[src/rtl/ex_mem_stage.sv]
// EX/MEM pipeline boundary: owns the committed N/V/Z flag register, resolves
// EX-stage branches against it, and registers result/store/control into MEM.
module ex_mem_stage #(
    parameter int DW = 16,
    parameter int RW = 4
) (
    input  logic          clk,
    input  logic          rst,
    input  logic          stall,
    input  logic          flush,
    input  logic          ex_valid,
    input  logic [3:0]    ex_opcode,
    input  logic [DW-1:0] ex_alu_result,
    input  logic [2:0]    ex_flags_new,
    input  logic [DW-1:0] ex_store_data,
    input  logic [RW-1:0] ex_dst_reg,
    input  logic          ex_reg_write,
    input  logic          ex_mem_read,
    input  logic          ex_mem_write,
    input  logic          ex_is_branch,
    input  logic [2:0]    ex_cond,
    output logic [2:0]    flags,
    output logic          branch_taken,
    output logic          mem_valid,
    output logic [DW-1:0] mem_alu_result,
    output logic [DW-1:0] mem_store_data,
    output logic [RW-1:0] mem_dst_reg,
    output logic          mem_reg_write,
    output logic          mem_mem_read,
    output logic          mem_mem_write
);

    localparam logic [3:0] OP_ADD = 4'h0;
    localparam logic [3:0] OP_SUB = 4'h1;
    localparam logic [3:0] OP_XOR = 4'h2;
    localparam logic [3:0] OP_SLL = 4'h4;
    localparam logic [3:0] OP_SRA = 4'h5;
    localparam logic [3:0] OP_ROR = 4'h6;

    logic [2:0]    r_flags;
    logic          r_valid;
    logic [DW-1:0] r_alu_result;
    logic [DW-1:0] r_store_data;
    logic [RW-1:0] r_dst_reg;
    logic          r_reg_write;
    logic          r_mem_read;
    logic          r_mem_write;

    logic          w_adv;
    logic [2:0]    w_flags_next;

    // Condition evaluated on {N,V,Z}; only ever fed the committed register.
    function automatic logic cond_met(input logic [2:0] f, input logic [2:0] c);
        logic n, v, z;
        n = f[2];
        v = f[1];
        z = f[0];
        case (c)
            3'b000:  cond_met = ~z;
            3'b001:  cond_met = z;
            3'b010:  cond_met = ~z & ~n;
            3'b011:  cond_met = n;
            3'b100:  cond_met = z | (~z & ~n);
            3'b101:  cond_met = n | z;
            3'b110:  cond_met = v;
            default: cond_met = 1'b1;
        endcase
    endfunction

    assign w_adv = ex_valid & ~stall & ~flush;

    always_comb begin
        w_flags_next = r_flags;
        if (w_adv) begin
            case (ex_opcode)
                OP_ADD, OP_SUB:         w_flags_next = ex_flags_new;
                OP_XOR, OP_SLL,
                OP_SRA, OP_ROR:         w_flags_next[0] = (ex_alu_result == '0);
                default:                w_flags_next = r_flags;
            endcase
        end
    end

    // Flags bypass is deliberately absent: a branch sees only committed flags.
    assign branch_taken = ex_valid & ex_is_branch & ~flush & cond_met(r_flags, ex_cond);

    always_ff @(posedge clk or posedge rst) begin
        if (rst) begin
            r_flags <= 3'b000;
        end else begin
            r_flags <= w_flags_next;
        end
    end

    // EX -> MEM boundary; flush outranks stall and leaves data fields untouched.
    always_ff @(posedge clk or posedge rst) begin
        if (rst) begin
            r_valid      <= 1'b0;
            r_alu_result <= '0;
            r_store_data <= '0;
            r_dst_reg    <= '0;
            r_reg_write  <= 1'b0;
            r_mem_read   <= 1'b0;
            r_mem_write  <= 1'b0;
        end else if (flush) begin
            r_valid      <= 1'b0;
            r_reg_write  <= 1'b0;
            r_mem_read   <= 1'b0;
            r_mem_write  <= 1'b0;
        end else if (!stall) begin
            r_valid      <= ex_valid;
            r_alu_result <= ex_alu_result;
            r_store_data <= ex_store_data;
            r_dst_reg    <= ex_dst_reg;
            r_reg_write  <= ex_valid & ex_reg_write;
            r_mem_read   <= ex_valid & ex_mem_read;
            r_mem_write  <= ex_valid & ex_mem_write;
        end
    end

    assign flags          = r_flags;
    assign mem_valid      = r_valid;
    assign mem_alu_result = r_alu_result;
    assign mem_store_data = r_store_data;
    assign mem_dst_reg    = r_dst_reg;
    assign mem_reg_write  = r_reg_write;
    assign mem_mem_read   = r_mem_read;
    assign mem_mem_write  = r_mem_write;

endmodule

[config.mk]
export PLATFORM = sky130hd
export DESIGN_NAME = ex_mem_stage
export DESIGN_NICKNAME = d
export VERILOG_FILES = /design/src/rtl/ex_mem_stage.sv
export SDC_FILE = /design/constraint.sdc
export NUM_CORES = 1
export LEC_CHECK = 0
export CAP_MARGIN = 15
export CORE_UTILIZATION = 41
export DETAILED_ROUTE_END_ITERATION = 10
export PLACE_DENSITY = 0.88
export RECOVER_POWER = 50
export SYNTH_ARGS = -nofsm -noshare
export SYNTH_HDL_FRONTEND = slang
export SYNTH_SLANG_ARGS = --single-unit
[constraint.sdc]
create_clock -name clk -period 3.25 [get_ports clk]
set_clock_uncertainty 0.15 [all_clocks]
set_input_delay 0.4875 -clock clk [delete_from_list [all_inputs] [get_ports clk]]
set_output_delay 0.4875 -clock clk [all_outputs]
set_load 0.05 [all_outputs]
* Word level (Yosys, flattened, before mapping)
Cells that the tools add are included.
** Operators by class
- Equal/unequal tests :: 12
- Mux-type cells :: 10
- Bitwise logic cells :: 15
- Reductions and logical operators :: 9
** Operators by type and width (number)
- $logic_not A16 Y1 :: 1
- $eq A4 B3 Y1 const B :: 3
- $and A1 B1 Y1 :: 9
- $eq A3 B3 Y1 const B :: 3
- $mux W1 :: 8
- $pmux W1 S7 :: 1
- $eq A3 B2 Y1 const B :: 2
- $reduce_and A2 Y1 :: 3
- $eq A4 B1 Y1 const B :: 1
- $eq A4 B2 Y1 const B :: 1
- $logic_not A4 Y1 :: 1
- $not A1 Y1 :: 4
- $reduce_or A4 Y1 :: 1
- $eq A3 B1 Y1 const B :: 1
- $logic_not A3 Y1 :: 1
- $ne A2 B1 Y1 const B :: 1
- $or A1 B1 Y1 :: 2
- $pmux W1 S2 :: 1
- $reduce_bool A2 Y1 :: 1
- $reduce_or A2 Y1 :: 1
** Word-level totals
- Bits in registers :: 43
- Output and inout bits :: 44
- Word-level logic and storage cells :: 55

* Logic depth before layout (Yosys ltp)
Gate-level depths: netlist (run 1).
- Depth after elaboration :: 5
- Mapped depth :: 4

* Least setup slack after synthesis (run 1)
No wires, ideal clock.
- Path type :: reg2out
- From :: reg r_flags[2] (netlist: flags[2])
- To :: out branch_taken
- Data arrival time :: 2522 ps
- Required time :: 2612 ps
- Path slack :: 91 ps
- Stages on the path, launching flop included :: 5
- Buffers on the path :: 0
- Path through :: dfrtp_1 -> o21ai_1 -> mux2i_1 -> and3_1 -> nor4_1
** Between the ends
- Word-level cells in the longest chain between the ends :: 5
- Elaborated cells on any way between the ends :: 6
** RTL lines
- from (decl) :: RTL line 40 : logic [2:0] r_flags;
- from (signal assigned) :: RTL line 91 : r_flags <= w_flags_next;
- $not A1 Y1 :: RTL line 61, 63
- $and A1 B1 Y1 :: RTL line 61, 63
- $or A1 B1 Y1 :: RTL line 63 : 3'b100: cond_met = z | (~z & ~n);
- $pmux W1 S7 * :: RTL line 58 : case (c)
- $and A1 B1 Y1 * :: RTL line 85 : assign branch_taken = ex_valid & ex_is_branch & ~flush & cond_met(r_flags, ex_cond);
- to (decl) :: RTL line 23 : output logic branch_taken,
Mark *: on every way between the ends. The rest lies on a longest branch, timed or not.

* Final worst setup path (run 1)
- From :: in stall
- To :: reg r_flags[1] (netlist: flags[1])
** Between the ends
- Word-level cells in the longest chain between the ends :: 4
** RTL lines
- from (decl) :: RTL line 9 : input logic stall,
- $not A1 Y1 (no source line)
- $and A1 B1 Y1 (2 in series) :: RTL line 70 : assign w_adv = ex_valid & ~stall & ~flush;
- $reduce_and A2 Y1 (no source line)
Every way passes these cells.
A chain may end at the register's enable or synchronous reset.

==> load_flow_metrics.sql, run 1 <==
INSERT INTO impl_metrics (metric_group, metric, value, unit) VALUES
('run_status', 'result_of_the_run', 'finished, final reports clean', ''),
('grt', 'grt_pass1_vias', '1462', ''),
('clock_network', 'cts_tree', 'built', ''),
('critical_path', 'end_kind', 'flip-flop', ''),
('floorplanning', 'die_width', '66.9', 'microns'),
('yosys', 'ys_top_cells_by_area', 'sky130_fd_sc_hd__dfrtp_1 62%, sky130_fd_sc_hd__mux2_2 24%, sky130_fd_sc_hd__mux2_4 1.7%', ''),
('floorplanning', 'num_rows', '23', ''),
('placement', 'post-place-cells', '264', ''),
('grt', 'globalRouteTotalUtil', '0.206', ''),
('sta', 'finalSetupViolations', '0', ''),
('finish', 'final_cell_mix', '88 x sky130_fd_sc_hd__clkdlybuf4s50_1, 43 x sky130_fd_sc_hd__dfrtp_1, 37 x sky130_fd_sc_hd__mux2_2, 9 x sky130_fd_sc_hd__dlygate4sd3_1, 7 x sky130_fd_sc_hd__nor2_1', ''),
('sta', 'max_clock_freq', '375', 'MHz'),
('sta', 'slew-limit-headroom', '0.403', ''),
('critical_path', 'timing.setup.critical_path_class', 'in -> reg', ''),
('yosys', 'seq_area_frac_synth', '0.623', ''),
('critical_path', 'critical_path.max_fanout', '12', ''),
('finish', 'finalNetCount', '277', ''),
('finish', 'drive_above_1_share', '0.221', ''),
('detailed_routing', 'dr.first_iter.drc_count', '44', ''),
('worst_hold_path', 'hold_path_end', 'mem_store_data[4]$_DFFE_PP0P_', ''),
('finish', 'filler_cell_count', '306', ''),
('grt', 'number_of_antenna_violations_at_the_first_check_in_global_routing', '0', ''),
('pwr', 'leakage_power_summed_over_all_cells', '1.18', 'nW'),
('detailed_routing', 'drt_pre_antenna_iters', '4', ''),
('clock_network', 'cts_htree_levels', '2', ''),
('finish', 'syn_to_final_growth', '66.0', '%'),
('yosys', 'syn_nets', '172', ''),
('clock_network', 'tritoncts_num_sinks', '43', ''),
('sta', 'layout_worst_path_cycle_share', '0.821', ''),
('floorplanning', 'die-area', '0.00448', 'sq mm'),
('clock_network', 'cts-resized-gates', '0', ''),
('worst_hold_path', 'timing.hold.worst_path_depth', '1', ''),
('critical_path', 'crit_chain', 'dlygate4sd3_1, nor2_1, nand3b_1, or3_4, mux2_4', ''),
('floorplanning', 'io_pins', '99', ''),
('critical_path', 'critical_path.reg2reg.endpoint', 'flags[0]$_DFFE_PP0P_', ''),
('yosys', 'syn_area', '0.00173', 'sq mm'),
('finish', 'final_common_cell', 'sky130_fd_sc_hd__clkdlybuf4s50_1', ''),
('sta', 'finalSetupTns', '0', 'ns'),
('pwr', 'vdd_drop_max', '0.000416', 'V'),
('clock_network', 'clockRootBuffer', 'sky130_fd_sc_hd__clkbuf_8', ''),
('yosys', 'synthesis.instances', '117', ''),
('sta', 'hold_viol', '0', ''),
('pwr', 'powerDensity', '582', 'mW/mm^2'),
('critical_path', 'cp_slowest_cell', 'sky130_fd_sc_hd__nor2_1', ''),
('worst_hold_path', 'hp-class', 'reg -> reg', ''),
('clock_network', 'cts_buffers', '5', ''),
('critical_path', 'r2r-start', 'flags[0]$_DFFE_PP0P_', ''),
('critical_path', 'reg2reg_slack', '2.29', 'ns'),
('yosys', 'synth_warnings', '0', ''),
('grt', 'grt_overflow_total', '0', ''),
('yosys', 'synth.ff_latch_count', '43', ''),
('floorplanning', 'dieHeight', '66.9', 'microns'),
('run', 'timing.max_cap.violations', '0', ''),
('critical_path', 'reg2reg_depth', '1', ''),
('detailed_routing', 'detail_route.drc_violations', '0', ''),
('placement', 'placement.io_buffers', '98', ''),
('clock_network', 'max-clock-path-buffers', '2', ''),
('yosys', 'synth.top_cell.area_share', '0.623', ''),
('grt', 'grt_pass1_wl', '6620', 'microns'),
('placement', 'post-dp-hpwl', '3150', 'microns'),
('finish', 'diodes', '0', ''),
('critical_path', 'critical-path-max-stage-delay', '0.71', 'ns'),
('finish', 'combined_area_of_the_multi_input_logic_cells', '626', 'sq um'),
('sta', 'finalMaxSlewViolations', '0', ''),
('floorplanning', 'initial_core_util', '0.429', ''),
('critical_path', 'cp.buffers_inverters', '1', ''),
('critical_path', 'startpoint_type', 'input port', ''),
('finish', 'seqCellArea', '0.00108', 'sq mm'),
('detailed_routing', 'drt-wirelength-per-cell', '15.5', 'microns'),
('yosys', 'synth.distinct_cells', '22', ''),
('detailed_routing', 'antenna_left', '0', '');
==> routing by layer <==
metal | wire length, microns | vias to the layer above | global-route usage | share of wire
li1 | - | 636 | - | -
met1 | 1720 | 644 | 0.239 | 0.41
met2 | 1980 | 65 | 0.330 | 0.47
met3 | 483 | 2 | 0.103 | 0.11
met4 | 27 | 0 | 0.0638 | 0.0064
met5 | 0 | - | 0 | 0
==> Yosys cell counts <==
master / n
sky130_fd_sc_hd__mux2_4: 2
sky130_fd_sc_hd__inv_1: 1
sky130_fd_sc_hd__nor2b_1: 2
sky130_fd_sc_hd__nor2_4: 1
sky130_fd_sc_hd__and3_1: 1
sky130_fd_sc_hd__o21ai_1: 1
sky130_fd_sc_hd__a21oi_1: 2
sky130_fd_sc_hd__nor2_1: 6
sky130_fd_sc_hd__nand3b_1: 1
sky130_fd_sc_hd__buf_2: 3
sky130_fd_sc_hd__dfrtp_1: 43
sky130_fd_sc_hd__mux2i_1: 1
sky130_fd_sc_hd__o21ai_0: 2
sky130_fd_sc_hd__nor4_1: 4
sky130_fd_sc_hd__or4_1: 1
sky130_fd_sc_hd__nor3_1: 1
sky130_fd_sc_hd__mux2_2: 37
sky130_fd_sc_hd__or3_4: 1
sky130_fd_sc_hd__nand2_1: 2
sky130_fd_sc_hd__o31ai_1: 1
sky130_fd_sc_hd__nand3_1: 1
sky130_fd_sc_hd__a22oi_1: 3
==> cell families after synthesis <==
| kind of cell | Yosys count | share of synthesized area |
|---|---|---|
| mux | 40 | 0.264 |
| flops | 43 | 0.623 |
| simple gates | 21 | 0.0702 |
| buf+inv | 4 | 0.0109 |
| compound gates | 9 | 0.0319 |
==> metrics by stage <==
stage	cell area [sq um]	hold WS [ns]	total power, mW	util	worst slack, ns
floorplan	1730	0.404	1.04	-	0.0908
global placement	2770	0.339	1.28	0.687	0.777
detailed placement	2770	0.344	1.29	0.687	0.749
CTS	2870	0.362	1.69	0.713	0.764
global route	2870	0.368	1.74	0.712	0.381
finish	2870	0.354	1.67	0.712	0.582
==> how the worst max path moves through the flow <==
stage                    startpoint              endpoint  slack, ns  cells after the start
4_1_cts                  ex_cond[0]          branch_taken       0.76                      6
3_3_place_gp             ex_cond[2]          branch_taken       0.78                      6
6_report                      stall  flags[1]$_DFFE_PP0P_       0.58                      5
5_1_grt                       stall  flags[1]$_DFFE_PP0P_       0.38                      5
3_5_place_dp                  flush  flags[2]$_DFFE_PP0P_       0.75                      5
2_1_floorplan  flags[2]$_DFFE_PP0P_          branch_taken       0.09                      4
==> area by class of cell <==
| cell class | instances | area share |
|---|---|---|
| clock buffer | 6 | 0.0253 |
| inverter | 1 | 0.00131 |
| sequential | 43 | 0.375 |
| clock inverter | 1 | 0.0105 |
| timing repair buffer | 101 | 0.348 |
| multi-input combinational | 70 | 0.218 |
| tap | 50 | 0.0218 |
==> power by group <==
part / switching [mW] / internal [mW]
clock network: 0.171 / 0.225
logic: 0.371 / 0.249
registers: 0.0423 / 0.610
(Power assumes the default switching activity.)
==> inputs of run 2 (changes only) <==
CORE_UTILIZATION = 34   (was 41)
PLACE_DENSITY = 0.78   (was 0.88)
clock period = 2.4 ns   (was 3.25 ns; I/O delays follow)
==> run 2 against run 1 <==
Effect of this change: combinational power increased by 37%; critical endpoint is now branch_taken; highest routed layer unchanged; cell count increased by 7.0%; critical path type is now in -> out; hold slack improved by 0.0026 ns; utilization decreased by 11 points; critical path depth increased by 1.
==> load_flow_metrics.sql, run 2 (synthesized netlist as in run 1, its figures left out) <==
INSERT INTO impl_metrics (metric_group, metric, value, unit) VALUES
('clock_network', 'cts-resized-gates', '0', ''),
('floorplanning', 'dieHeight', '73.3', 'microns'),
('grt', 'top_usage_layer', 'met2', ''),
('sta', 'max_slew.worst_pin.slew', '0.834', 'ns'),
('critical_path', 'cp.required', '1.89', 'ns'),
('clock_network', 'post-cts-setup-buffer-count', '0', ''),
('run_status', 'result_of_the_run', 'finished, final reports clean', ''),
('critical_path', 'end_kind', 'output port', ''),
('critical_path', 'critical_path.max_fanout', '3', ''),
('grt', 'globalRouteMet1Util', '0.195', ''),
('finish', 'diodes', '0', ''),
('grt', 'pin_count_of_the_biggest_net_entering_global_routing', '24', ''),
('pwr', 'leakage_power_summed_over_all_cells', '1.19', 'nW'),
('detailed_routing', 'drt_pre_antenna_iters', '4', ''),
('pwr', 'vdd_drop_max', '0.000363', 'V'),
('detailed_routing', 'dr.first_iter.drc_count', '38', ''),
('sta', 'final.min_clock_period', '2.15', 'ns'),
('sta', 'rsz0062_at_grt', 'false', ''),
('critical_path', 'critical-path-max-stage-delay', '0.50', 'ns'),
('detailed_routing', 'routed-via-count', '1358', ''),
('critical_path', 'reg2reg_slack', '1.46', 'ns'),
('grt', 'grt_pass1_wl', '6330', 'microns'),
('critical_path', 'cp_slowest_cell', 'sky130_fd_sc_hd__clkdlybuf4s50_1', ''),
('critical_path', 'timing.setup.critical_path_class', 'in -> out', ''),
('placement', 'placement.cell_area', '0.00285', 'sq mm'),
('clock_network', 'cts_tree', 'built', ''),
('pwr', 'internal_power', '1.44', 'mW'),
('finish', 'post-route-cell-area', '0.00292', 'sq mm'),
('sta', 'hold_viol', '0', ''),
('sta', 'finalMaxSlewViolations', '0', ''),
('pwr', 'power.share.clock', '0.225', ''),
('floorplanning', 'initial_core_util', '0.359', ''),
('clock_network', 'clk-insertion-delay-late', '0.28', 'ns'),
('critical_path', 'crit_chain', 'clkdlybuf4s50_1, o21ai_1, mux2i_1, and3_1, nor4_4, buf_12', ''),
('grt', 'number_of_antenna_violations_at_the_first_check_in_global_routing', '0', ''),
('detailed_routing', 'antenna_left', '0', ''),
('critical_path', 'r2r-start', 'flags[0]$_DFFE_PP0P_', ''),
('critical_path', 'cp.arrival', '1.64', 'ns'),
('detailed_routing', 'detail_route.drc_violations', '0', ''),
('floorplanning', 'num_rows', '25', ''),
('critical_path', 'cp-startpoint', 'ex_cond[2]', ''),
('finish', 'syn_to_final_growth', '68.9', '%'),
('clock_network', 'cts_buffers', '5', ''),
('clock_network', 'tritoncts_num_sinks', '43', ''),
('placement', 'placement.io_buffers', '98', ''),
('clock_network', 'cts_hold_buf', '0', ''),
('sta', 'max_clock_freq', '464', 'MHz'),
('critical_path', 'cp.buffers_inverters', '2', ''),
('grt', 'grt_util_met2', '0.248', ''),
('detailed_routing', 'routed_wl', '4100', 'microns'),
('critical_path', 'reg2reg_depth', '1', ''),
('pwr', 'switching_share', '0.356', ''),
('pwr', 'combinational_cell_fraction_of_total_power', '0.380', ''),
('pwr', 'powerDensity', '764', 'mW/mm^2'),
('clock_network', 'max-clock-path-buffers', '2', ''),
('sta', 'finalSetupViolations', '0', ''),
('grt', 'grt_overflow_total', '0', ''),
('critical_path', 'critical_path.endpoint', 'branch_taken', ''),
('finish', 'post-route-util', '0.606', ''),
('critical_path', 'critical_path.reg2reg.endpoint', 'flags[0]$_DFFE_PP0P_', ''),
('placement', 'post-dp-hpwl', '3160', 'microns'),
('clock_network', 'cts_htree_levels', '2', ''),
('detailed_routing', 'via_per_inst', '4.67', ''),
('clock_network', 'clk_pin_slew_worst_paths', '0.08', 'ns'),
('grt', 'grt_pass1_vias', '1387', ''),
('worst_hold_path', 'hp-class', 'reg -> reg', ''),
('sta', 'layout_worst_path_cycle_share', '0.897', ''),
('finish', 'final_cell_mix', '95 x sky130_fd_sc_hd__clkdlybuf4s50_1, 43 x sky130_fd_sc_hd__dfrtp_1, 37 x sky130_fd_sc_hd__mux2_2, 7 x sky130_fd_sc_hd__nor2_1, 7 x sky130_fd_sc_hd__clkbuf_8', ''),
('pwr', 'seq_power_share', '0.395', ''),
('grt', 'grt_use_met3', '0.0754', ''),
('pwr', 'net-switching-power', '794', 'uW'),
('floorplanning', 'placeableCoreArea', '0.00482', 'sq mm'),
('floorplanning', 'die-area', '0.00537', 'sq mm'),
('grt', 'globalRouteTotalUtil', '0.157', ''),
('sta', 'slew-limit-headroom', '0.443', ''),
('clock_network', 'clockRootBuffer', 'sky130_fd_sc_hd__clkbuf_8', ''),
('placement', 'place_congestion', '0.725', ''),
('critical_path', 'startpoint_type', 'input port', ''),
('floorplanning', 'io_pins', '99', ''),
('run', 'timing.max_cap.violations', '0', ''),
('finish', 'final_common_cell', 'sky130_fd_sc_hd__clkdlybuf4s50_1', ''),
('finish', 'drive_above_1_share', '0.237', ''),
('critical_path', 'critPathTopFamily', 'buffers and inverters', ''),
('detailed_routing', 'drt-wirelength-per-cell', '14.1', 'microns'),
('sta', 'finalSetupTns', '0', 'ns'),
('floorplanning', 'die_width', '73.3', 'microns'),
('finish', 'finalNetCount', '278', ''),
('critical_path', 'cp_num_cells', '6', '');
run 2: changes by cell type in the layout (fill, tap and decap cells not counted), moves of 2 or more:
| cell | before | now |
|---|---|---|
| sky130_fd_sc_hd__buf_4 | 3 | 1 |
| sky130_fd_sc_hd__clkbuf_2 | 0 | 3 |
| sky130_fd_sc_hd__clkbuf_8 | 5 | 7 |
| sky130_fd_sc_hd__clkdlybuf4s50_1 | 88 | 95 |
| sky130_fd_sc_hd__dlygate4sd3_1 | 9 | 2 |
run 2: power by group through the flow:
stage	sequential, mW	combinational, mW	clock (mW)
CTS	0.883	0.863	0.512
global placement	0.893	0.853	0
floorplan	1.26	0.147	0
global route	0.896	0.886	0.543
detailed placement	0.896	0.861	0
finish	0.881	0.848	0.501
run 2: worst min path at each step:
stage	start	endpoint	slack (ns)	cells past startpoint
after floorplan	flush	mem_mem_read$_DFFE_PP0P_	0.28	1
after global placement	mem_store_data[14]$_DFFE_PP0P_	mem_store_data[14]$_DFFE_PP0P_	0.34	1
after detailed placement	mem_store_data[15]$_DFFE_PP0P_	mem_store_data[15]$_DFFE_PP0P_	0.34	1
after CTS	rst	mem_alu_result[1]$_DFFE_PP0P_	0.28	2
after global routing	mem_store_data[3]$_DFFE_PP0P_	mem_store_data[3]$_DFFE_PP0P_	0.38	1
final	mem_store_data[11]$_DFFE_PP0P_	mem_store_data[11]$_DFFE_PP0P_	0.36	1
run 2: cell type report:
cell class	instances	area, sq um
Fill cell	404	1900
Sequential cell	43	1080
Timing Repair Buffer	102	1010
Multi-Input combinational cell	70	641
Clock buffer	8	100
Tap cell	67	83.8
Inverter	1	3.75
run 2: through the flow:
stage	worst slack [ns]	total power, mW	cells	hold slack, ns
finish	0.247	2.23	291	0.357
global route	0.197	2.33	291	0.375
CTS	0.241	2.26	291	0.280
detailed placement	0.247	1.76	283	0.344
global placement	0.278	1.75	283	0.338
floorplan	0.254	1.41	117	0.276
run 2: per-layer routing:
metal | vias to the layer above | share of wire
met4 | 0 | 0.0066
met1 | 650 | 0.42
met3 | 3 | 0.10
met2 | 66 | 0.47
li1 | 639 | -
met5 | - | 0
==> inputs of run 3 (changes only) <==
CTS_CLUSTER_SIZE = 40   (was default)
GPL_ROUTABILITY_DRIVEN = 0   (was default)
==> results of run 3 <==
No change in the layout: final DEF, timing and power equal those of run 2.
